$ cat config.mk
export PLATFORM = sky130hd
export DESIGN_NAME = eio_reg_bank
export DESIGN_NICKNAME = d
export VERILOG_FILES = /design/src/rtl/cpu_params_pkg.sv /design/src/rtl/eio_wait_ctr.sv /design/src/rtl/eio_reg_bank.sv
export SDC_FILE = /design/constraint.sdc
export NUM_CORES = 1
export LEC_CHECK = 0
export BUFFER_PORTS_ARGS = -buffer_cell sky130_fd_sc_hd__clkbuf_2
export CAP_MARGIN = 20
export CORE_MARGIN = 2
export CORE_UTILIZATION = 55
export CTS_BUF_LIST = sky130_fd_sc_hd__clkbuf_8
export DETAILED_ROUTE_END_ITERATION = 10
export GPL_TIMING_DRIVEN = 1
export PLACE_DENSITY = 0.73
export SYNTH_ARGS = -nofsm -noshare
export SYNTH_HDL_FRONTEND = slang
export SYNTH_HIERARCHICAL = 1
export SYNTH_SLANG_ARGS = --single-unit
$ cat constraint.sdc
create_clock -name clk_in -period 2.92 [get_ports clk_in]
set_clock_uncertainty 0.2 [all_clocks]
set_input_delay 0.146 -clock clk_in [delete_from_list [all_inputs] [get_ports clk_in]]
set_output_delay 0.146 -clock clk_in [all_outputs]
set_load 0.01 [all_outputs]
$ cat src/rtl/cpu_params_pkg.sv
// Shared types and constants for the external I/O register bank (eio_reg_bank).
// The optional IRQ control register is enabled in eio_reg_bank by EIO_REG_BANK_IRQ_EN.
package cpu_params_pkg;

  typedef enum logic [1:0] {
    IDLE = 2'd0,
    WAIT = 2'd1,
    ACK  = 2'd2
  } eio_state_e;

  localparam logic [31:0] EIO_REG_BANK_ID = 32'h524B_0001;

  // Bit positions inside the IRQ control register (top register of the bank).
  localparam int unsigned IRQ_EN_BIT   = 0;
  localparam int unsigned IRQ_PEND_BIT = 1;

  // Wide enough for the largest wait-state count (15).
  localparam int unsigned EIO_CTR_W = 4;

  // The counter is loaded on the IDLE-exit edge, and WAIT leaves on the edge where it reads 0,
  // so loading WAIT_CYC-1 yields exactly WAIT_CYC cycles in WAIT.
  function automatic logic [EIO_CTR_W-1:0] wait_load_val(input int unsigned wait_cyc);
    return (wait_cyc > 0) ? EIO_CTR_W'(wait_cyc - 1) : '0;
  endfunction

endpackage

$ cat src/rtl/eio_wait_ctr.sv
// Loadable wait-state down-counter for eio_reg_bank; done is high whenever the count is zero.
module eio_wait_ctr
  import cpu_params_pkg::*;
#(
  parameter int unsigned CTR_W = EIO_CTR_W
) (
  input  logic             clk_in,
  input  logic             reset_in,
  input  logic             load,
  input  logic             en,
  input  logic [CTR_W-1:0] load_val,
  output logic             done
);

  logic [CTR_W-1:0] cnt;

  // NOTE: sequential state uses non-blocking (<=) so every flop samples pre-edge values.
  always_ff @(posedge clk_in or negedge reset_in) begin
    if (!reset_in) begin
      cnt <= '0;
    end else if (load) begin
      cnt <= load_val;
    end else if (en && (cnt != '0)) begin
      cnt <= cnt - 1'b1;
    end
  end

  assign done = (cnt == '0);

endmodule

$ cat src/rtl/eio_reg_bank.sv
// Memory-mapped bank of 32-bit registers with wait states and a req/ack handshake.
// Define EIO_REG_BANK_IRQ_EN to turn the top register into an IRQ enable/pending control.
module eio_reg_bank
  import cpu_params_pkg::*;
#(
  parameter int          NUM_REGS  = 8,
  parameter int          WAIT_CYC  = 2,
  parameter logic [31:0] BASE_ADDR = 32'h8000_0000,
  parameter logic [31:0] ID_VAL    = EIO_REG_BANK_ID
) (
  input  logic        clk_in,
  input  logic        reset_in,
  input  logic        req_in,
  input  logic        rd_in,
  input  logic        wr_in,
  input  logic [31:0] addr_in,
  input  logic [31:0] wr_data_in,
  output logic        ack_out,
  output logic        ack_fault_out,
  output logic [31:0] ack_data_out,
  output logic        irq_out
);

  localparam int unsigned         IDX_W     = $clog2(NUM_REGS);
  localparam logic [EIO_CTR_W-1:0] WAIT_LOAD = wait_load_val(WAIT_CYC);

  eio_state_e state, next_state;
  logic       ctr_load;
  logic       ctr_done;

  logic        cap_rd;
  logic        cap_wr;
  logic [31:0] cap_addr;
  logic [31:0] cap_wdata;

  logic [31:0]      offset;
  logic [IDX_W-1:0] idx;
  logic             fault;
  logic             wr_ok;
  logic             rd_ok;

  logic [31:0] regs [NUM_REGS];
  logic        id_armed;
  logic [31:0] rd_val;

  logic        irq_hit;
  logic [31:0] irq_rd_val;

  eio_wait_ctr #(
    .CTR_W (EIO_CTR_W)
  ) u_wait_ctr (
    .clk_in   (clk_in),
    .reset_in (reset_in),
    .load     (ctr_load),
    .en       (state == WAIT),
    .load_val (WAIT_LOAD),
    .done     (ctr_done)
  );

  always_ff @(posedge clk_in or negedge reset_in) begin
    if (!reset_in) begin
      state <= IDLE;
    end else begin
      state <= next_state;
    end
  end

  // NOTE: every signal written here gets a default first, so no path can infer a latch.
  always_comb begin
    next_state = state;
    ctr_load   = 1'b0;
    case (state)
      IDLE: begin
        if (req_in) begin
          ctr_load   = 1'b1;
          next_state = (WAIT_CYC == 0) ? ACK : WAIT;
        end
      end
      WAIT:    if (ctr_done) next_state = ACK;
      ACK:     next_state = IDLE;
      default: next_state = IDLE;
    endcase
  end

  // The access is frozen on the IDLE-exit edge; later input changes cannot affect it.
  always_ff @(posedge clk_in or negedge reset_in) begin
    if (!reset_in) begin
      cap_rd    <= 1'b0;
      cap_wr    <= 1'b0;
      cap_addr  <= '0;
      cap_wdata <= '0;
    end else if ((state == IDLE) && req_in) begin
      cap_rd    <= rd_in;
      cap_wr    <= wr_in;
      cap_addr  <= addr_in;
      cap_wdata <= wr_data_in;
    end
  end

  // Addresses below BASE_ADDR wrap to a huge offset and so fall out of range.
  assign offset = cap_addr - BASE_ADDR;
  assign idx    = offset[IDX_W+1:2];
  assign fault  = ((offset >> 2) >= 32'(NUM_REGS)) || (offset[1:0] != 2'b00) || (cap_rd == cap_wr);
  assign wr_ok  = (state == ACK) && !fault && cap_wr;
  assign rd_ok  = (state == ACK) && !fault && cap_rd;

  // NOTE: the register array is reset as a whole because reads after reset must return 0.
  always_ff @(posedge clk_in or negedge reset_in) begin
    if (!reset_in) begin
      regs     <= '{default: '0};
      id_armed <= 1'b1;
    end else if (wr_ok) begin
      if (!irq_hit) regs[idx] <= cap_wdata;
      if (idx == '0) id_armed <= 1'b0;
    end
  end

  always_comb begin
    rd_val = regs[idx];
    if (irq_hit) begin
      rd_val = irq_rd_val;
    end else if ((idx == '0) && id_armed) begin
      rd_val = ID_VAL;
    end
  end

  always_ff @(posedge clk_in or negedge reset_in) begin
    if (!reset_in) begin
      ack_out       <= 1'b0;
      ack_fault_out <= 1'b0;
      ack_data_out  <= '0;
    end else begin
      ack_out       <= (state == ACK);
      ack_fault_out <= (state == ACK) && fault;
      ack_data_out  <= rd_ok ? rd_val : '0;
    end
  end

`ifdef EIO_REG_BANK_IRQ_EN
  localparam logic [IDX_W-1:0] LAST_IDX = IDX_W'(NUM_REGS - 1);

  logic irq_en;
  logic irq_pend;

  assign irq_hit = (idx == LAST_IDX);

  always_ff @(posedge clk_in or negedge reset_in) begin
    if (!reset_in) begin
      irq_en   <= 1'b0;
      irq_pend <= 1'b0;
      irq_out  <= 1'b0;
    end else begin
      if (wr_ok && irq_hit) begin
        irq_en <= cap_wdata[IRQ_EN_BIT];
        if (cap_wdata[IRQ_PEND_BIT]) irq_pend <= 1'b0;
      end
      // Assigned last so a set beats a clear landing on the same edge.
      if (wr_ok && (idx == '0)) irq_pend <= 1'b1;
      irq_out <= irq_en & irq_pend;
    end
  end

  always_comb begin
    irq_rd_val               = '0;
    irq_rd_val[IRQ_EN_BIT]   = irq_en;
    irq_rd_val[IRQ_PEND_BIT] = irq_pend;
  end
`else
  assign irq_hit    = 1'b0;
  assign irq_rd_val = '0;
  assign irq_out    = 1'b0;
`endif

endmodule

### Word level (Yosys, flattened, before mapping)

Cells that the tools add are included.

* add/sub/neg operators: 2
* magnitude comparators: 3
* equality and inequality tests: 5
* mux-type cells: 15
* bitwise logic cells: 1
* reduce and logical (&&, ||, !) cells: 19

Operators with widths (number)
* 256-bit bitwise mux: 1
* 32-bit 2-to-1 mux: 5
* 32-bit binary-select mux with 3-bit select: 1
* 32-bit demux with 3-bit select: 1
* 32-bit subtractor (second input constant): 1
* 30-bit by 4-bit >= comparator with 1-bit output (second input constant): 1
* 1-bit logical AND: 8
* 4-bit 2-to-1 mux: 2
* 4-bit >= comparator (second input constant): 1
* 4-bit logical NOT: 1
* 4-bit by 1-bit < comparator with 1-bit output (second input constant): 1
* 2-bit 2-to-1 mux: 2
* 2-bit != test (second input constant): 2
* 3-bit NOT with 4-bit output: 1
* 2-bit case mux with 2 select lines: 1
* 2-bit AND reduction: 2
* 2-bit nonzero test: 2
* 4-bit nonzero test: 1
* 4-bit by 1-bit subtractor with 4-bit output (second input constant): 1
* 3-bit logical NOT: 1
* 2-bit by 1-bit equality test with 1-bit output (second input constant): 1
* 2-bit equality test (second input constant): 1
* 2-bit logical NOT: 1
* 1-bit logical OR: 2
* 3 further kinds: 4

* bits in registers: 363
* bits of input ports: 69
* output and inout bits: 35
* logic and storage cells: 63

### Longest topological paths before layout

Gate-level depths: netlist of the first run.

* depth after elaboration: 8
* mapped depth: 7
* mapped depth without buffers: 5

### By module

Netlist of the first run, hierarchy kept.

By module, submodules not included
* eio_reg_bank: instances 1, cells an instance 1008, area an instance 15556.2 um^2, sequential area each 8984.9 um^2
* eio_wait_ctr: instances 1, cells an instance 27, area an instance 270.3 um^2, sequential area each 100.1 um^2

### Worst setup path before layout of the first run

OpenSTA, ideal clock, no wires.

* path kind: register -> register
* start: register cap_addr[7]
* end: register regs[226] (netlist bit)
* library setup time: 128 ps
* data arrival time: 2019 ps
* required time: 2592 ps
* slack: 573 ps
* cell stages (with the launch flop): 6
* buffers on the path: 1
* clock period less this slack: 2347 ps
* cell sequence: dfrtp_1 -> nor4_2 -> nand4_4 -> nor4_4 -> buf_6 -> mux2_1

* longest elaborated chain between the ends: 7

RTL lines
* start: declaration: line eio_reg_bank.sv:33 `logic [31:0] cap_addr;`
* start signal: assignment: line eio_reg_bank.sv:95 `cap_addr <= addr_in;`
* 32-bit subtractor: line eio_reg_bank.sv:101 `assign offset = cap_addr - BASE_ADDR;`
* 30-bit by 4-bit >= comparator with 1-bit output: line eio_reg_bank.sv:103 `assign fault = ((offset >> 2) >= 32'(NUM_REGS)) || (offset[1:0] != 2'b00) || (cap_rd == cap_wr);`
* 1-bit logical OR (2 in a row): line eio_reg_bank.sv:103
* 1-bit logical NOT: line eio_reg_bank.sv:104 `assign wr_ok = (state == ACK) && !fault && cap_wr;`
* 1-bit logical AND (2 in a row): line eio_reg_bank.sv:104
* end signal: indexed assignment: line eio_reg_bank.sv:113 `if (!irq_hit) regs[idx] <= cap_wdata;`
* end: declaration: line eio_reg_bank.sv:42 `logic [31:0] regs [NUM_REGS];`

Every way passes these cells.
A chain may end at the register's enable or synchronous reset.

### Final worst setup path of the first run

* start: register cap_addr[16]
* end: register regs[49] (netlist bit)

Same word-level chain as after synthesis.

==> results.md, run 1 <==
* Row cnt at 62
* Die X at ~170 um
* Sw power at 4.50 mW
* Switching Fraction at 0.321
* Synth Cell Area at 15800 um^2
* Clock sinks at 363
* CP arrival at about 2.8 ns
* Post-synth EDFFs at 0
* First-pass GRT wire length at about 57000 um
* Minimum clock period at around 2.5 ns
* Slew headroom at 0.485
* Beginning of the worst register-to-register path: cap_addr[16]
* Setup Viol. Count Final at 0
* Period utilization at 0.865
* Yosys warning count at 6
* CP max FO at 25
* Vias per std cell at 5.69
* GRT Overall Usage at 0.241
* Initial DRC Count at 511
* Share of total power in combinational logic at 0.220
* DR WL/cell at between 20 and 25 um
* Pleak at a little over 9 nW
* CTS tree: done
* Grt total ovfl at 0
* # resized after CTS at 0
* H-Tree Depth at 2
* Clock buffer depth at 3
* Vias in the first global route at between 10000 and 15000
* Beginning of the critical path: cap_addr[16]
* Worst reg-to-reg setup slack at slightly below 0.4 ns
* Asr flop ratio synth at 1.00
* Clk pin slew, worst setup/hold paths at 0.06 ns
* Starting Density at 0.554
* #FFs+latches synth at 363
* Register area share after synthesis at 0.574
* Cts bufs inserted at between 50 and 60
* Area Overhead vs Synth at 19.5%
* Antenna Violating Nets Remaining at 0
* Clk_lat worst skew at approximately 0.6 ns
* Largest net degree at the start of global routing at just under 100
* Setup Crit Path Kind: reg -> reg
* Worst slew pin tran at 0.773 ns
* PnR worst setup slack at around 0.4 ns
* Max IR drop VDD at 0.522 mV
* Layout cells sized above 1 at 0.464
* Main flop type after synthesis: dfrtp_1
* Seq pwr share at 0.457
* Vias at about 9600
* Int Pwr at roughly 9.5 mW
* Clk pwr share at 0.323
* Initial antenna violation count at 0
* PwrDens at ~740 nW/um^2
* Synth cell types at 60
* Setup TNS at 0 ns
* Top achievable clock speed at between 0.3 and 0.4 GHz
* Gate Count Post-Synth at 1035
* Setup crit end: regs[49]
* Die Area at roughly 30000 um^2
* Nets at 1322
* Dpl hpwl at approximately 21000 um
* Gpl congestion at ~0.74
* Final Core Density at 0.663
* Final hold violations at 0
* Io pins at 104
* WP data required at around 3.2 ns
* PortBufs at just over 100
* Mean area per synthesized cell at approximately 15 um^2
* Die Ht at ~170 um
* Hold Crit Class: in -> async
* Setup crit start kind: flop
* Status: finished clean
* Reg2reg path depth at 5
* CTS Hold Bufs at 67
* Post-CTS Setup Bufs at 0
* Most common cell after layout, fill and taps aside: dfrtp_1
* Final Slew Violations at 0
* Max_cap viols at 0
* R2r endpoint: regs[49]
* CTS root buf: clkbuf_8
* RSZ-0062 raised after global routing: no
* Worst Setup End Kind: flop
* CORE AREA at approximately 29000 um^2
* Drc violations at 0
* Place WS at 0.390 ns
* DRT Wirelength at between 30000 and 40000 um
* DRT Pass-1 Iters at 4
* Diodes inserted at 0
* Most frequent cells in the layout: dfrtp_1, mux2_2, clkbuf_2
## Yosys cell counts (4+ instances only)
cell type | n | area share
buf_2 | 14 | 0.0044
nor4_2 | 5 | 0.0040
nor4_1 | 8 | 0.0032
a21o_1 | 5 | 0.0024
nand2_1 | 11 | 0.0026
buf_6 | 4 | 0.0028
nor2_1 | 18 | 0.0043
dfrtp_1 | 362 | 0.57
inv_1 | 7 | 0.0017
nand3_1 | 10 | 0.0032
mux2_2 | 291 | 0.21
a211oi_1 | 5 | 0.0024
nor2b_1 | 9 | 0.0036
mux2_1 | 45 | 0.032
a22o_1 | 5 | 0.0028
buf_1 | 6 | 0.0014
nor4_4 | 8 | 0.011
a221o_1 | 8 | 0.0051
mux2i_1 | 22 | 0.014
a21oi_1 | 4 | 0.0013
nor3_1 | 28 | 0.0089
a221oi_1 | 12 | 0.0066
a22oi_1 | 9 | 0.0043
clkbuf_1 | 20 | 0.0047
o21ai_0 | 8 | 0.0025
buf_4 | 22 | 0.010
a2bb2oi_1 | 4 | 0.0022
mux4_2 | 37 | 0.053
or2_2 | 5 | 0.0020
## power by group through the flow
stage	combinational [mW]	clock, mW	sequential [mW]
detailed placement	3.04	0	6.50
CTS	3.12	4.64	6.41
floorplan	2.16	0	6.12
finish	3.09	4.54	6.42
global placement	2.99	0	6.48
global route	3.34	4.89	6.54
## critical path: stages (launching register included)
cell and delay, ns:
dfrtp_1 0.41, nor4_2 0.37, nand4_4 0.35, nor4_4 0.40, buf_12 0.28, mux2_2 0.37
## metal layers
metal / GRT usage / part of all wire / wire length, um
met3: 0.0349 / 0.041 / 1420
met1: 0.329 / 0.44 / 15200
met2: 0.406 / 0.50 / 17400
met4: 0.0721 / 0.022 / 776
met5: 0 / 0 / 0
## layout make-up
cell class	count	area [um^2]
clock buffers	78	1070
well taps	384	480
repair buffers	219	1700
fillers	2148	9630
flip-flops and latches	363	9090
multi-input cells	601	6350
clock inverters	30	184
inverters	8	30.0
## stage by stage
stage | power (mW) | hold WS [ns] | area, um^2 | std cells
after global routing | 14.8 | 0.0529 | 18900 | 1683
after detailed placement | 9.54 | 0.0519 | 17000 | 1508
after global placement | 9.47 | 0.0395 | 17000 | 1508
after floorplan | 8.28 | -0.350 | 15800 | 1038
final | 14.1 | 0.00945 | 18900 | 1683
after CTS | 14.2 | 0.00387 | 18900 | 1683
## worst min-delay path by stage
stage	start	end
finish	reset_in	cap_wdata[27]
CTS	reset_in	regs[32]
global route	reset_in	regs[155]
floorplan	reset_in	ack_data_out[0]
detailed placement	reset_in	cap_wdata[27]
global placement	reset_in	cap_wdata[27]
## registers in the layout, indices dropped and copies added (netlist names)
name	flops
ack_out	1
state	2
cap_rd	1
cap_wr	1
ack_data_out	32
regs	256
cap_addr	32
id_armed	1
cap_wdata	32
ack_fault_out	1
u_wait_ctr/cnt	4
## kinds of logic (layout without fill, tap and decap cells)
family	Yosys count	count (layout)	share of synthesized area
adders and majority gates	1	1	0.000790
muxes	395	395	0.306
DFF	363	363	0.574
and+or+nand+nor	126	126	0.0563
buffers and inverters	74	335	0.0258
xor gates and xnor gates	1	1	0.000554
AOI/OAI and AO/OA	73	73	0.0364
other	2	5	0.000475
(Power assumes the default switching activity.)
==> run 2: changes to the inputs <==
PLACE_DENSITY = unset   (was 0.73)
PLACE_DENSITY_LB_ADDON = 0.25   (was unset)
==> run 2 against run 1 <==
  * Maximum frequency fell by 4.6%
  * Via count rose by 0.43%
  * First-iteration DRC count rose by 7.2%
==> results.md, run 2 (synthesis results as in run 1) <==
* Status: finished clean
* Most frequent cells in the layout: dfrtp_1, mux2_2, clkbuf_2
* H-Tree Depth at 2 (unchanged)
* Fin cells at 1682 (-0.059%)
* Starting Density at 0.554 (unchanged)
* Minimum clock period at 2.65 ns (+0.122 ns)
* Met2 WL at 16900 um (-3.2%)
* Post-CTS Setup Bufs at 0 (unchanged)
* Setup Crit Path Kind: reg -> reg
* RSZ-0062 raised after global routing: no
* Layout cells sized above 1 at 0.463 (-0.00118)
* CP max-delay cell: nor4_2
* Vias per std cell at 5.72 (+0.49%)
* Max_cap viols at 0 (unchanged)
* Worst Setup End Kind: flop
* Vias at 9622 (+0.43%)
* Register Area at 9090 um^2 (unchanged)
* Max reg flops at 256 (unchanged)
* Antenna Violating Nets Remaining at 0 (unchanged)
* R2r endpoint: regs[34]
* Clock buffer depth at 3 (unchanged)
* WL met1 at 15400 um (+0.90%)
* First-pass GRT wire length at 56700 um (-0.74%)
* Clk_lat worst skew at 0.60 ns (about the same)
* Crit-path cells: nor4_2 > nand3_4 > nor4_4 > buf_4 > mux2_2
* Setup Viol. Count Final at 0 (unchanged)
* Seq pwr share at 0.458 (about the same)
* Grt total ovfl at 0 (unchanged)
* Area Overhead vs Synth at 20.1%
* DRT Wirelength at 34500 um (-1.1%)
* Crit path largest cell delay at 0.42 ns (about the same)
* Sw power at 4.51 mW (about the same)
* Gpl congestion at 0.787 (+5.8%)
* Pleak at 9.32 nW (+0.45%)
* Most flops, register: regs
* Min Hold Slack at 0.112 ns (+0.103 ns)
* Initial DRC Count at 548 (+7.2%)
* Setup TNS at 0 ns (unchanged)
* Int Pwr at 9.70 mW (+1.6%)
* Nets at 1322 (unchanged)
* Slew headroom at 0.548 (+0.0630)
* Clk pin slew, worst setup/hold paths at 0.07 ns (about the same)
* Setup crit start kind: flop
* Clock sinks at 363 (unchanged)
* Area of the multi-input gates at 6350 um^2 (unchanged)
* Reg2reg path depth at 5 (unchanged)
* Cts bufs inserted at 59 (unchanged)
* DRT Pass-1 Iters at 4 (unchanged)
* Dpl hpwl at 20900 um (-1.7%)
* Place WS at 0.309 ns (-0.0813 ns)
* Switching Fraction at 0.317 (-0.00324)
* Most common cell after layout, fill and taps aside: dfrtp_1
* PnR worst setup slack at 0.274 ns (-0.122 ns)
* CP max FO at 19 (-24%)
* Met3 WL at 1460 um (+2.8%)
* Top sig layer: met4
* Dpl cells at 1506 (-0.13%)
* Final Core Density at 0.666 (+0.00333)
* Worst slew pin tran at 0.678 ns (-0.0953 ns)
* PwrDens at 747 nW/um^2 (+0.60%)
* Largest net degree at the start of global routing at 75 (-23%)
* Diodes inserted at 0 (unchanged)
* PortBufs at 102 (unchanged)
* CP arrival at 2.91 ns (+0.12 ns)
* Die X at 174 um (unchanged)
* Io pins at 104 (unchanged)
* Beginning of the critical path: cap_addr[30]
* Hold Crit Class: in -> reg
* WP data required at 3.18 ns (about the same)
* Die Area at 30100 um^2 (unchanged)
* GRT Overall Usage at 0.238 (-0.00243)
* Share of total power in combinational logic at 0.218 (-0.002)
* Final hold violations at 0 (unchanged)
* Final Slew Violations at 0 (unchanged)
* DR WL/cell at 20.5 um (-1.0%)
* Filler cell count at 2077 (-3.3%)
* Period utilization at 0.906 (+0.0417)
* Max IR drop VDD at 0.495 mV (-5.2%)
* Die Ht at 174 um (unchanged)
* Vias in the first global route at 10400 (unchanged)
* Drc violations at 0 (unchanged)
* Worst reg-to-reg setup slack at 0.27 ns (-0.12 ns)
* Top achievable clock speed at 0.378 GHz (-4.6%)
* CORE AREA at 28500 um^2 (unchanged)
* CTS root buf: clkbuf_8
* Setup crit end: regs[34]
* Initial antenna violation count at 0 (unchanged)
* Beginning of the worst register-to-register path: cap_addr[30]
* Clk pwr share at 0.325 (+0.002)
* Row cnt at 62 (unchanged)
* CTS tree: done
[run 2: changes by cell type in the layout (fill, tap and decap cells not counted), sizes merged]
cell,delta
dlygate4sd3,+2
buf,-2
bufinv,-1
clkinvlp,-2
clkbuf,+7
inv,-1
clkinv,-4
[run 2: layer usage]
layer  vias to the layer above  GRT usage
met5                         -          0
met4                         0     0.0721
met3                        61     0.0399
met2                       215      0.398
met1                      5062      0.325
li1                       4284          -
[run 2: critical path: cells and delay by family, from the launching register on]
kind                   cells  cell delay (ns)
DFF                        1             0.41
muxes                      1             0.39
and+or+nand+nor            3             1.09
buffers and inverters      1             0.40
[run 2: power groups by stage]
| stage | logic, mW | clock network [mW] | registers, mW |
|---|---|---|---|
| floorplan | 2.16 | 0 | 6.12 |
| global placement | 3.00 | 0 | 6.57 |
| detailed placement | 3.04 | 0 | 6.59 |
| CTS | 3.12 | 4.71 | 6.51 |
| global route | 3.34 | 4.96 | 6.64 |
| finish | 3.09 | 4.61 | 6.51 |
[run 2: worst min-delay path by stage]
stage | cells past startpoint | slack, ns | startpoint | end
after floorplan | 0 | -0.35 | reset_in | ack_data_out[0]
after CTS | 3 | 0.08 | wr_data_in[21] | cap_wdata[21]
after detailed placement | 1 | -0.02 | reset_in | cap_addr[2]
final | 3 | 0.11 | wr_data_in[16] | cap_wdata[16]
after global placement | 1 | -0.03 | reset_in | regs[52]
after global routing | 3 | 0.09 | addr_in[14] | cap_addr[14]
[run 2: per-stage QoR]
step | area, um^2 | power, mW
floorplan | 15800 | 8.28
global placement | 17000 | 9.57
detailed placement | 17000 | 9.63
CTS | 19000 | 14.3
global route | 19000 | 14.9
finish | 19000 | 14.2
[run 2: what timing repair did]
action,CTS,global route
hold endpoints to repair,430,0
hold buffers,69,0
resized for setup,0,0
[run 2: layout make-up]
type                    instances  share of cell area
clock buffers                  85              0.0615
clock inverters                22             0.00606
inverters                       8             0.00158
multi-input cells             601               0.334
flip-flops and latches        363               0.478
well taps                     384              0.0253
repair buffers                219              0.0932
==> run 3: changes to the inputs <==
clock period = 2.3 ns   (was 2.92 ns; I/O delays follow)
==> run 3 against run 2 <==
  * The run now ends with negative setup slack left
  * Setup slack worse by 0.49 ns
  * Non-clock buffer count up 101
  * Die area unchanged
  * Final area up 14%
  * Sequential share of layout area down 5.9 points
  * Sequential power up 28%
  * Clock-buffer cell count down 11
  * Clock power up 19%
  * Power up 32%
  * Via count up 10%
==> results.md, run 3 (synthesis results as in run 1) <==
* Gpl congestion at 0.766 (-2.7%)
* RSZ-0062 raised after global routing: yes
* CP max FO at 7 (-12)
* DR WL/cell at 25.6 um (+25%)
* Setup crit start kind: flop
* Setup Crit Path Kind: reg -> reg
* Max IR drop VDD at 0.690 mV (+39%)
* Largest net degree at the start of global routing at 79 (+5.3%)
* Vias in the first global route at 11200 (+7.4%)
* Share of total power in combinational logic at 0.266 (+0.048)
* Starting Density at 0.554 (unchanged)
* Sw power at 6.47 mW (+44%)
* Die Area at 30100 um^2 (unchanged)
* Pleak at 10.3 nW (+11%)
* Min Hold Slack at 0.0892 ns (-0.0230 ns)
* Filler cell count at 1681 (-19%)
* Row cnt at 62 (unchanged)
* Io pins at 104 (unchanged)
* Layout cells sized above 1 at 0.549 (+0.0856)
* Period utilization at 1.09 (+0.186)
* Status: finished with violations
* Worst Setup End Kind: flop
* Int Pwr at 12.3 mW (+27%)
* Met2 WL at 22400 um (+32%)
* Crit-path cells: buf_4 > nor2b_2 > nand2_1 > nor4_4 > buf_6 > buf_12 > buf_12 > mux2_4
* Most common cell after layout, fill and taps aside: dfrtp_1
* Initial antenna violation count at 0 (unchanged)
* Critical Path Most Common Cell: buf_12
* Drc violations at 0 (unchanged)
* Final Slew Violations at 0 (unchanged)
* Clock sinks at 363 (unchanged)
* Worst reg-to-reg setup slack at -0.21 ns (-0.49 ns)
* Final Core Density at 0.760 (+0.0943)
* Area Overhead vs Synth at 37.1%
* Antenna Violating Nets Remaining at 0 (unchanged)
* Final hold violations at 0 (unchanged)
* Crit path largest cell delay at 0.47 ns (+0.05 ns)
* Max_cap viols at 0 (unchanged)
* Clk_lat worst skew at 0.60 ns (about the same)
* Fin cells at 1784 (+6.1%)
* Setup Viol. Count Final at 283 (+283)
* Slew headroom at 0.637 (+0.0888)
* Diodes inserted at 0 (unchanged)
* CP max-delay cell: dfrtp_4
* Dpl hpwl at 21400 um (+2.3%)
* CTS root buf: clkbuf_8
* Most frequent cells in the layout: dfrtp_1, mux2_4, clkbuf_2
* Hold Crit Class: in -> reg
* Met3 WL at 2760 um (+89%)
* Minimum clock period at 2.51 ns (-0.133 ns)
* Grt total ovfl at 0 (unchanged)
* PortBufs at 102 (unchanged)
* Vias per std cell at 5.94 (+3.8%)
* Vias at 10600 (+10%)
* Seq pwr share at 0.443 (-0.015)
* Clk pin slew, worst setup/hold paths at 0.07 ns (about the same)
* DRT Wirelength at 45600 um (+32%)
* Die Ht at 174 um (unchanged)
* Area of the multi-input gates at 7650 um^2 (+20%)
* Clock buffer depth at 3 (unchanged)
* WP data required at 2.57 ns (-0.61 ns)
* Initial DRC Count at 835 (+52%)
* CP arrival at 2.79 ns (-0.12 ns)
* Switching Fraction at 0.345 (+0.0274)
* Register Area at 9090 um^2 (unchanged)
* GRT Overall Usage at 0.271 (+0.0328)
* WL met1 at 18700 um (+22%)
* PnR worst setup slack at -0.213 ns (-0.487 ns)
* CTS tree: done
* DRT Pass-1 Iters at 7 (+3)
* Tot Pwr at 18.8 mW (+32%)
* PwrDens at 865 nW/um^2 (+16%)
* H-Tree Depth at 2 (unchanged)
* CORE AREA at 28500 um^2 (unchanged)
* Top sig layer: met4
* Worst slew pin tran at 0.545 ns (-0.132 ns)
* Die X at 174 um (unchanged)
* First-pass GRT wire length at 63500 um (+12%)
* Top achievable clock speed at 0.398 GHz (+5.3%)
* Most flops, register: regs
* Cts bufs inserted at 59 (unchanged)
* Nets at 1423 (+7.6%)
* Max reg flops at 256 (unchanged)
* Dpl cells at 1543 (+2.5%)
* Clk pwr share at 0.291 (-0.034)
* Failing checks: negative setup slack
-- run 3: final cells by class --
| class | instances | share of cell area |
|---|---|---|
| Sequential cell | 363 | 0.419 |
| Multi-Input combinational cell | 601 | 0.353 |
| Timing Repair Buffer | 320 | 0.151 |
| Clock buffer | 74 | 0.0469 |
| Tap cell | 384 | 0.0221 |
| Clock inverter | 34 | 0.00657 |
| Inverter | 8 | 0.00138 |
-- run 3: worst paths after layout --
kind                                start              end  cells past startpoint
hold reg to reg                 regs[122]        regs[122]                      1
min in group asynchronous        reset_in     cap_addr[21]                      3
setup reg to reg              cap_addr[2]         regs[67]                      8
max in group asynchronous        reset_in  ack_data_out[4]                      4
hold / removal             wr_data_in[13]    cap_wdata[13]                      3
setup / recovery              cap_addr[2]         regs[67]                      8
-- run 3: power by group through the flow --
stage	Clock [mW]	Sequential [mW]	Combinational [mW]
2_1_floorplan	0	7.79	2.75
3_3_place_gp	0	8.17	4.36
3_5_place_dp	0	8.19	4.40
4_1_cts	5.48	8.19	4.65
5_1_grt	5.85	8.45	5.27
6_report	5.47	8.31	4.99
-- run 3: metrics by stage --
| step | cell area (um^2) | worst slack, ns | TNS [ns] |
|---|---|---|---|
| 6_report | 21700 | -0.213 | -27.05 |
| 5_1_grt | 21700 | -0.284 | -42.76 |
| 4_1_cts | 20500 | -0.116 | -13.40 |
| 3_5_place_dp | 17400 | -0.221 | -30.24 |
| 3_3_place_gp | 17400 | -0.184 | -17.73 |
| 2_1_floorplan | 15900 | -0.000914 | -0.128 |
-- run 3: critical path: cells and delay by family (launching register included) --
family                 cells  cell delay, ns
AND/OR/NAND/NOR            3            0.79
buffers and inverters      4            0.62
flip-flops                 1            0.47
multiplexers               1            0.30
-- run 3: repair_timing --
action / 4_1_cts / 5_1_grt
hold buffers: 71 / 0
buffers inserted: 29 / 18
endpoints found under the setup margin: 277 / 286
pin swaps: 7 / 13
resized for setup: 174 / 223
hold endpoints to repair: 431 / 0
gates cloned: 13 / 14
-- run 3: routing by layer --
layer	track usage	vias up
li1	-	4481
met1	0.366	5557
met2	0.448	428
met3	0.0496	130
met4	0.0938	0
met5	0	-
